$ cat src/rtl/rf_op_sequencer_if.sv
// Instruction handshake plus register-file read/write bus between the
// op sequencer (master) and its environment: decoder and register file (slave).
interface rf_op_sequencer_if #(
   parameter int DATA_WIDTH = 8,
   parameter int REG_COUNT  = 8
);
   localparam int AW = $clog2(REG_COUNT);

   logic                  instr_valid;
   logic                  instr_ready;
   logic [2:0]            instr_op;
   logic [AW-1:0]         instr_rd;
   logic [AW-1:0]         instr_rs1;
   logic [AW-1:0]         instr_rs2;
   logic [DATA_WIDTH-1:0] instr_imm;

   logic [AW-1:0]         rf_read_addr1;
   logic [AW-1:0]         rf_read_addr2;
   logic [DATA_WIDTH-1:0] rf_read_data1;
   logic [DATA_WIDTH-1:0] rf_read_data2;
   logic                  rf_write_en;
   logic [AW-1:0]         rf_write_addr;
   logic [DATA_WIDTH-1:0] rf_write_data;

   modport master (
      input  instr_valid, instr_op, instr_rd, instr_rs1, instr_rs2, instr_imm,
      input  rf_read_data1, rf_read_data2,
      output instr_ready,
      output rf_read_addr1, rf_read_addr2,
      output rf_write_en, rf_write_addr, rf_write_data
   );

   modport slave (
      output instr_valid, instr_op, instr_rd, instr_rs1, instr_rs2, instr_imm,
      output rf_read_data1, rf_read_data2,
      input  instr_ready,
      input  rf_read_addr1, rf_read_addr2,
      input  rf_write_en, rf_write_addr, rf_write_data
   );
endinterface

$ cat src/rtl/rf_op_sequencer.sv
// Multi-cycle IDLE/FETCH/EXEC/WB sequencer: reads two operands from the
// register file, runs one ALU op and writes the result back.
module rf_op_sequencer #(
   parameter int DATA_WIDTH = 8,
   parameter int REG_COUNT  = 8,
   parameter int CNT_W      = 16
) (
   input  logic                  clk,
   input  logic                  rst_n,
   rf_op_sequencer_if.master     bus,
   output logic [DATA_WIDTH-1:0] result,
   output logic                  zero_flag,
   output logic                  carry_flag,
   output logic                  done,
   output logic [CNT_W-1:0]      retired_cnt
);
   localparam int AW = $clog2(REG_COUNT);

   localparam logic [1:0] S_IDLE  = 2'd0;
   localparam logic [1:0] S_FETCH = 2'd1;
   localparam logic [1:0] S_EXEC  = 2'd2;
   localparam logic [1:0] S_WB    = 2'd3;

   localparam logic [2:0] OP_ADD  = 3'd0;
   localparam logic [2:0] OP_SUB  = 3'd1;
   localparam logic [2:0] OP_AND  = 3'd2;
   localparam logic [2:0] OP_OR   = 3'd3;
   localparam logic [2:0] OP_XOR  = 3'd4;
   localparam logic [2:0] OP_ADDI = 3'd5;
   localparam logic [2:0] OP_LI   = 3'd6;
   localparam logic [2:0] OP_NOP  = 3'd7;

   logic [1:0]            state_q,       state_d;
   logic [2:0]            op_q,          op_d;
   logic [AW-1:0]         rd_q,          rd_d;
   logic [DATA_WIDTH-1:0] imm_q,         imm_d;
   logic [AW-1:0]         raddr1_q,      raddr1_d;
   logic [AW-1:0]         raddr2_q,      raddr2_d;
   logic [DATA_WIDTH-1:0] a_q,           a_d;
   logic [DATA_WIDTH-1:0] b_q,           b_d;
   logic [DATA_WIDTH-1:0] result_q,      result_d;
   logic                  zero_q,        zero_d;
   logic                  carry_q,       carry_d;
   logic [CNT_W-1:0]      retired_cnt_q, retired_cnt_d;
   logic                  wen_q,         wen_d;
   logic                  done_q,        done_d;
   logic [AW-1:0]         waddr_q,       waddr_d;
   logic [DATA_WIDTH-1:0] wdata_q,       wdata_d;
   logic                  ready_q,       ready_d;

   logic [DATA_WIDTH:0]   sum_s;
   logic [DATA_WIDTH:0]   diff_s;
   logic [DATA_WIDTH-1:0] addend_s;
   logic [DATA_WIDTH-1:0] alu_res_s;
   logic                  alu_carry_s;

   // ALU on the registered operands; the extra MSB of sum/diff is carry/borrow.
   always_comb begin
      addend_s = (op_q == OP_ADDI) ? imm_q : b_q;
      sum_s    = {1'b0, a_q} + {1'b0, addend_s};
      diff_s   = {1'b0, a_q} - {1'b0, b_q};
      case (op_q)
         OP_ADD, OP_ADDI: begin
            alu_res_s   = sum_s[DATA_WIDTH-1:0];
            alu_carry_s = sum_s[DATA_WIDTH];
         end
         OP_SUB: begin
            alu_res_s   = diff_s[DATA_WIDTH-1:0];
            alu_carry_s = diff_s[DATA_WIDTH];
         end
         OP_AND: begin
            alu_res_s   = a_q & b_q;
            alu_carry_s = 1'b0;
         end
         OP_OR: begin
            alu_res_s   = a_q | b_q;
            alu_carry_s = 1'b0;
         end
         OP_XOR: begin
            alu_res_s   = a_q ^ b_q;
            alu_carry_s = 1'b0;
         end
         OP_LI: begin
            alu_res_s   = imm_q;
            alu_carry_s = 1'b0;
         end
         default: begin
            alu_res_s   = result_q;
            alu_carry_s = carry_q;
         end
      endcase
   end

   // Next-state and datapath capture logic.
   always_comb begin
      state_d       = state_q;
      op_d          = op_q;
      rd_d          = rd_q;
      imm_d         = imm_q;
      raddr1_d      = raddr1_q;
      raddr2_d      = raddr2_q;
      a_d           = a_q;
      b_d           = b_q;
      result_d      = result_q;
      zero_d        = zero_q;
      carry_d       = carry_q;
      retired_cnt_d = retired_cnt_q;
      wen_d         = 1'b0;
      done_d        = 1'b0;
      waddr_d       = waddr_q;
      wdata_d       = wdata_q;
      case (state_q)
         S_IDLE: begin
            if (bus.instr_valid) begin
               op_d     = bus.instr_op;
               rd_d     = bus.instr_rd;
               imm_d    = bus.instr_imm;
               raddr1_d = bus.instr_rs1;
               raddr2_d = bus.instr_rs2;
               state_d  = S_FETCH;
            end else begin
               state_d  = S_IDLE;
            end
         end
         S_FETCH: begin
            a_d     = bus.rf_read_data1;
            b_d     = bus.rf_read_data2;
            state_d = S_EXEC;
         end
         S_EXEC: begin
            if (op_q != OP_NOP) begin
               result_d = alu_res_s;
               zero_d   = (alu_res_s == {DATA_WIDTH{1'b0}});
               carry_d  = alu_carry_s;
            end else begin
               result_d = result_q;
               zero_d   = zero_q;
               carry_d  = carry_q;
            end
            // Write strobe is registered here so it rises cleanly on entry to WB.
            wen_d   = (op_q != OP_NOP);
            done_d  = 1'b1;
            waddr_d = rd_q;
            wdata_d = result_d;
            state_d = S_WB;
         end
         S_WB: begin
            retired_cnt_d = retired_cnt_q + {{(CNT_W-1){1'b0}}, 1'b1};
            state_d       = S_IDLE;
         end
         default: begin
            state_d = S_IDLE;
         end
      endcase
      ready_d = (state_d == S_IDLE);
   end

   // State and datapath registers.
   always_ff @(posedge clk or negedge rst_n) begin
      if (!rst_n) begin
         state_q       <= S_IDLE;
         op_q          <= 3'd0;
         rd_q          <= {AW{1'b0}};
         imm_q         <= {DATA_WIDTH{1'b0}};
         raddr1_q      <= {AW{1'b0}};
         raddr2_q      <= {AW{1'b0}};
         a_q           <= {DATA_WIDTH{1'b0}};
         b_q           <= {DATA_WIDTH{1'b0}};
         result_q      <= {DATA_WIDTH{1'b0}};
         zero_q        <= 1'b0;
         carry_q       <= 1'b0;
         retired_cnt_q <= {CNT_W{1'b0}};
         wen_q         <= 1'b0;
         done_q        <= 1'b0;
         waddr_q       <= {AW{1'b0}};
         wdata_q       <= {DATA_WIDTH{1'b0}};
         ready_q       <= 1'b1;
      end else begin
         state_q       <= state_d;
         op_q          <= op_d;
         rd_q          <= rd_d;
         imm_q         <= imm_d;
         raddr1_q      <= raddr1_d;
         raddr2_q      <= raddr2_d;
         a_q           <= a_d;
         b_q           <= b_d;
         result_q      <= result_d;
         zero_q        <= zero_d;
         carry_q       <= carry_d;
         retired_cnt_q <= retired_cnt_d;
         wen_q         <= wen_d;
         done_q        <= done_d;
         waddr_q       <= waddr_d;
         wdata_q       <= wdata_d;
         ready_q       <= ready_d;
      end
   end

   assign bus.instr_ready   = ready_q;
   assign bus.rf_read_addr1 = raddr1_q;
   assign bus.rf_read_addr2 = raddr2_q;
   assign bus.rf_write_en   = wen_q;
   assign bus.rf_write_addr = waddr_q;
   assign bus.rf_write_data = wdata_q;
   assign result            = result_q;
   assign zero_flag         = zero_q;
   assign carry_flag        = carry_q;
   assign done              = done_q;
   assign retired_cnt       = retired_cnt_q;
endmodule

$ cat src/flat_wrapper.sv
// flat-port wrapper written by rule: the top's interface ports become plain ports
module rf_op_sequencer_flat 
#(
   parameter int DATA_WIDTH = 8,
   parameter int REG_COUNT  = 8,
   parameter int CNT_W      = 16
)
  (clk, rst_n, result, zero_flag, carry_flag, done, retired_cnt, bus_instr_valid, bus_instr_op, bus_instr_rd, bus_instr_rs1, bus_instr_rs2, bus_instr_imm, bus_rf_read_data1, bus_rf_read_data2, bus_instr_ready, bus_rf_read_addr1, bus_rf_read_addr2, bus_rf_write_en, bus_rf_write_addr, bus_rf_write_data);
  rf_op_sequencer_if #(.DATA_WIDTH(DATA_WIDTH), .REG_COUNT(REG_COUNT)) bus_i ();
  input  logic clk;
  input  logic rst_n;
  output logic [DATA_WIDTH-1:0] result;
  output logic zero_flag;
  output logic carry_flag;
  output logic done;
  output logic [CNT_W-1:0] retired_cnt;
  input wire logic [$bits(bus_i.instr_valid)-1:0] bus_instr_valid;
  input wire logic [$bits(bus_i.instr_op)-1:0] bus_instr_op;
  input wire logic [$bits(bus_i.instr_rd)-1:0] bus_instr_rd;
  input wire logic [$bits(bus_i.instr_rs1)-1:0] bus_instr_rs1;
  input wire logic [$bits(bus_i.instr_rs2)-1:0] bus_instr_rs2;
  input wire logic [$bits(bus_i.instr_imm)-1:0] bus_instr_imm;
  input wire logic [$bits(bus_i.rf_read_data1)-1:0] bus_rf_read_data1;
  input wire logic [$bits(bus_i.rf_read_data2)-1:0] bus_rf_read_data2;
  output wire logic [$bits(bus_i.instr_ready)-1:0] bus_instr_ready;
  output wire logic [$bits(bus_i.rf_read_addr1)-1:0] bus_rf_read_addr1;
  output wire logic [$bits(bus_i.rf_read_addr2)-1:0] bus_rf_read_addr2;
  output wire logic [$bits(bus_i.rf_write_en)-1:0] bus_rf_write_en;
  output wire logic [$bits(bus_i.rf_write_addr)-1:0] bus_rf_write_addr;
  output wire logic [$bits(bus_i.rf_write_data)-1:0] bus_rf_write_data;
  assign bus_i.instr_valid = bus_instr_valid;
  assign bus_i.instr_op = bus_instr_op;
  assign bus_i.instr_rd = bus_instr_rd;
  assign bus_i.instr_rs1 = bus_instr_rs1;
  assign bus_i.instr_rs2 = bus_instr_rs2;
  assign bus_i.instr_imm = bus_instr_imm;
  assign bus_i.rf_read_data1 = bus_rf_read_data1;
  assign bus_i.rf_read_data2 = bus_rf_read_data2;
  assign bus_instr_ready = bus_i.instr_ready;
  assign bus_rf_read_addr1 = bus_i.rf_read_addr1;
  assign bus_rf_read_addr2 = bus_i.rf_read_addr2;
  assign bus_rf_write_en = bus_i.rf_write_en;
  assign bus_rf_write_addr = bus_i.rf_write_addr;
  assign bus_rf_write_data = bus_i.rf_write_data;
  rf_op_sequencer #(.DATA_WIDTH(DATA_WIDTH), .REG_COUNT(REG_COUNT), .CNT_W(CNT_W)) u_core (.clk(clk), .rst_n(rst_n), .bus(bus_i), .result(result), .zero_flag(zero_flag), .carry_flag(carry_flag), .done(done), .retired_cnt(retired_cnt));
endmodule
$ cat config.mk
export PLATFORM = sky130hd
export DESIGN_NAME = rf_op_sequencer_flat
export DESIGN_NICKNAME = d
export VERILOG_FILES = /design/src/rtl/rf_op_sequencer_if.sv /design/src/rtl/rf_op_sequencer.sv /design/src/flat_wrapper.sv
export SDC_FILE = /design/constraint.sdc
export NUM_CORES = 1
export LEC_CHECK = 0
export ABC_AREA = 1
export CORE_ASPECT_RATIO = 0.75
export CORE_UTILIZATION = 53
export CTS_BUF_LIST = sky130_fd_sc_hd__clkbuf_4 sky130_fd_sc_hd__clkbuf_8 sky130_fd_sc_hd__clkbuf_16
export DETAILED_ROUTE_END_ITERATION = 8
export GPL_ROUTABILITY_DRIVEN = 0
export PLACE_DENSITY = 0.91
export SYNTH_ARGS = -nofsm -noshare
export SYNTH_HDL_FRONTEND = slang
export SYNTH_SLANG_ARGS = --single-unit
$ cat constraint.sdc
create_clock -name clk -period 3.35 [get_ports clk]
set_clock_uncertainty 0.15 [all_clocks]
set_input_delay 0.5025 -clock clk [delete_from_list [all_inputs] [get_ports clk]]
set_output_delay 0.5025 -clock clk [all_outputs]
set_load 0.005 [all_outputs]
==> impl_metrics.env <==
export IMPL_status="finished with violations"
export IMPL_violations="DRC"
export IMPL_tns_ns=0
export IMPL_crit_top_cell="nand2_1"
export IMPL_num_rows=28
export IMPL_dpl_hpwl_um=7840
export IMPL_cp_slowest_cell="dfrtp_1"
export IMPL_crit_type="reg -> reg"
export IMPL_sequentialPowerShare=0.285
export IMPL_fillers=631
export IMPL_pwr_share_comb=0.582
export IMPL_regArea_sq_um=1750
export IMPL_placed_cell_area_sq_um=5220
export IMPL_cts_clk_slew_worst_paths_ns=0.09
export IMPL_period_share=0.893
export IMPL_critPathMaxFanout=17
export IMPL_relSlewSlack=0.351
export IMPL_grt_pass1_wl_um=16900
export IMPL_cts_buffers=9
export IMPL_overflow=0
export IMPL_crit_path_start_kind="flop"
export IMPL_postCtsSetupRepairBufs=0
export IMPL_slowest_delay_ns=0.56
export IMPL_firstDrtPassIters=9
export IMPL_crit_start="u_core.op_q[1]"
export IMPL_fmax_mhz=334
export IMPL_p_sw_frac=0.470
export IMPL_antenna_left=0
export IMPL_clkPwrFrac=0.133
export IMPL_routed_via_density=5.33
export IMPL_multi_input_area_sq_um=2210
export IMPL_cts_root_buf="clkbuf_8"
export IMPL_crit_family="simple AND/OR/NAND/NOR gates"
export IMPL_drt_iter0_drc=458
export IMPL_ios=85
export IMPL_regToRegSetupSlack_ns=0.36
export IMPL_timing_rr_start="u_core.op_q[1]"
export IMPL_finalMaxSlewViolations=0
export IMPL_critical_path_cell_chain="inv_2, nand3_2, nand2_1, o21ai_0, ha_1, fa_1, xor2_1, nand2_1, nand2_1, inv_2, nand2_1, nor3_1, nand2_1, nor2_1, nand2_1, nand2_1"
export IMPL_htree_levels=3
export IMPL_clock_latency_ns=0.36
export IMPL_die_area_sq_um=8560
export IMPL_synth_top_area_cell="dfrtp_1"
export IMPL_dieHeight_um=80.4
export IMPL_hold_path_class="in -> async"
export IMPL_maxCapViolations=0
export IMPL_syn_area_per_cell_sq_um=8.18
export IMPL_die_x_um=107
export IMPL_synth_top_cells_by_area="dfrtp_1, ha_1, nand2_1"
export IMPL_synth_edf_count=0
export IMPL_rsz0062_at_grt="no"
export IMPL_worstPathArrival_ns=3.13
export IMPL_layout_drive_gt1_share=0.0799
export IMPL_final_nets=690
export IMPL_finalPower_uw=5400
export IMPL_p_switching_uw=2540
export IMPL_avgRoutedWirePerCell_um=14.5
export IMPL_grt_max_degree=43
export IMPL_r2r_end="u_core.zero_flag"
export IMPL_ir_drop_uv=466
export IMPL_yosys_top_cells_count="nand2_1, dfrtp_1, inv_1"
export IMPL_dpl_worst_slack_ns=0.440
export IMPL_numPortBuffers=84
export IMPL_drc=1
export IMPL_stdcell_area_sq_um=5420
export IMPL_leakagePower_uw=0.00269
export IMPL_antennaDiodeCount=0
export IMPL_synth_most_common_cell="nand2_1"
export IMPL_yosys_warnings=0
export IMPL_core_area_sq_um=7920
export IMPL_clockBufferDepth=2
export IMPL_cp_end_kind="flop"
export IMPL_synth_top_cell_area_share=0.398
export IMPL_worst_pin_slew_ns=0.971
export IMPL_rr_worst_depth=16
export IMPL_crit_buf_inv=2
export IMPL_grtUsageTotal=0.256
export IMPL_antenna_found_initial=0
export IMPL_synth_area_sq_um=4340
export IMPL_area_delta_synth_final_pct=24.9
export IMPL_hold_viol=0
export IMPL_ys_seq_elements=70
export IMPL_syn_inst=531
export IMPL_routed_wl_um=10400
export IMPL_cts_sinks=70
export IMPL_grt_pass1_vias=3666
export IMPL_cellPowerDensity_nw_per_um2=995
export IMPL_synthesis_nets=613
export IMPL_cts_tree="yes"
export IMPL_power_internal_uw=2860
export IMPL_cts_resized=0
export IMPL_num_vias=3825
export IMPL_synth_ff_type="dfrtp_1"
export IMPL_endpoint="u_core.zero_flag"
export IMPL_final_setup_viol_count=0
export IMPL_required_ns=3.49
export IMPL_synth_distinct_cells=30
export IMPL_setup_ws_ns=0.358
export IMPL_min_period_ns=2.99
export IMPL_postCtsHoldBufs=0
export IMPL_worst_path_stages=16
export IMPL_start_util=0.548
export IMPL_synthArstFlopShare=1.00
export IMPL_seq_area_frac_synth=0.404
worst register-to-register path, stage by stage, from the launching register on:
cell and delay [ns]:
dfrtp_1 0.56, inv_2 0.17, nand3_2 0.28, nand2_1 0.14, o21ai_0 0.10, ha_1 0.24, fa_1 0.44, xor2_1 0.18
nand2_1 0.07, nand2_1 0.06, inv_2 0.05, nand2_1 0.04, nor3_1 0.20, nand2_1 0.07, nor2_1 0.08, nand2_1 0.05
nand2_1 0.05
how the worst min path moves through the flow:
stage | cells after the start | slack (ns) | end | startpoint
after floorplan | 0 | 0.06 | u_core.a_q[0] | rst_n
after global placement | 2 | 0.30 | u_core.bus.rf_write_addr[1] | u_core.rd_q[1]
after detailed placement | 1 | 0.31 | u_core.retired_cnt[15] | u_core.retired_cnt[15]
after CTS | 1 | 0.04 | u_core.b_q[4] | rst_n
after global routing | 1 | 0.06 | u_core.bus.rf_read_addr1[1] | rst_n
final | 1 | 0.03 | u_core.b_q[4] | rst_n
registers in the layout (all words and copies together), names as in the netlist:
name                      count
u_core.result                 8
u_core.carry_flag             1
u_core.imm_q                  8
u_core.b_q                    8
u_core.rd_q                   3
u_core.retired_cnt           16
u_core.bus.rf_write_en        1
u_core.state_q                2
u_core.bus.instr_ready        1
u_core.bus.rf_write_addr      3
u_core.a_q                    8
u_core.zero_flag              1
u_core.bus.rf_read_addr1      3
u_core.done                   1
u_core.op_q                   3
u_core.bus.rf_read_addr2      3
cell type report:
| class | count | area share |
|---|---|---|
| inverter | 71 | 0.0491 |
| clock buffer | 9 | 0.0228 |
| multi-input combinational | 371 | 0.408 |
| timing repair buffer | 85 | 0.158 |
| sequential | 70 | 0.323 |
| tap | 105 | 0.0242 |
| clock inverter | 7 | 0.0148 |
placed cells by master (no fill, tap or decap), types with 3 or more instances in the layout:
master / n
xnor2_1: 5
a21oi_1: 21
nand2_1: 132
nand3_2: 4
nand3_1: 37
ha_1: 41
xor2_1: 12
clkbuf_8: 9
mux2_2: 13
nand3b_1: 4
inv_2: 7
clkdlybuf4s50_1: 83
nor2_1: 40
o22ai_1: 6
dfrtp_1: 69
o21ai_0: 26
inv_1: 64
inv_6: 3
nand4_1: 15
power groups by stage:
stage | logic [uW] | registers (uW) | clock network, uW
after global routing | 3500 | 1580 | 767
after floorplan | 2160 | 1440 | 0
after global placement | 2890 | 1510 | 0
after CTS | 3060 | 1530 | 730
after detailed placement | 3030 | 1550 | 0
final | 3140 | 1540 | 719
cell families (layout without fill, tap and decap cells):
| group | Yosys count | count (layout) | share of synthesized area |
|---|---|---|---|
| fa+ha+maj | 43 | 43 | 0.127 |
| compound gates | 57 | 57 | 0.0683 |
| flops | 70 | 70 | 0.404 |
| buf+inv | 90 | 172 | 0.0865 |
| xor+xnor | 17 | 17 | 0.0343 |
| mux | 14 | 14 | 0.0360 |
| simple gates | 240 | 240 | 0.244 |
layer usage:
metal	part of all wire	track usage	up-vias
met5	0	0	-
met4	0.023	0.0932	0
met3	0.11	0.0731	35
met2	0.44	0.398	218
met1	0.43	0.343	1723
li1	-	-	1849
per-stage QoR:
stage                     hold slack [ns]  std cells   util
final                              0.0266        718  0.685
after floorplan                    0.0569        531      -
after global routing               0.0614        718  0.685
after detailed placement            0.309        702  0.659
after global placement              0.302        702  0.659
after CTS                          0.0432        718  0.685
Note: power is estimated with default switching activity, not from simulation.
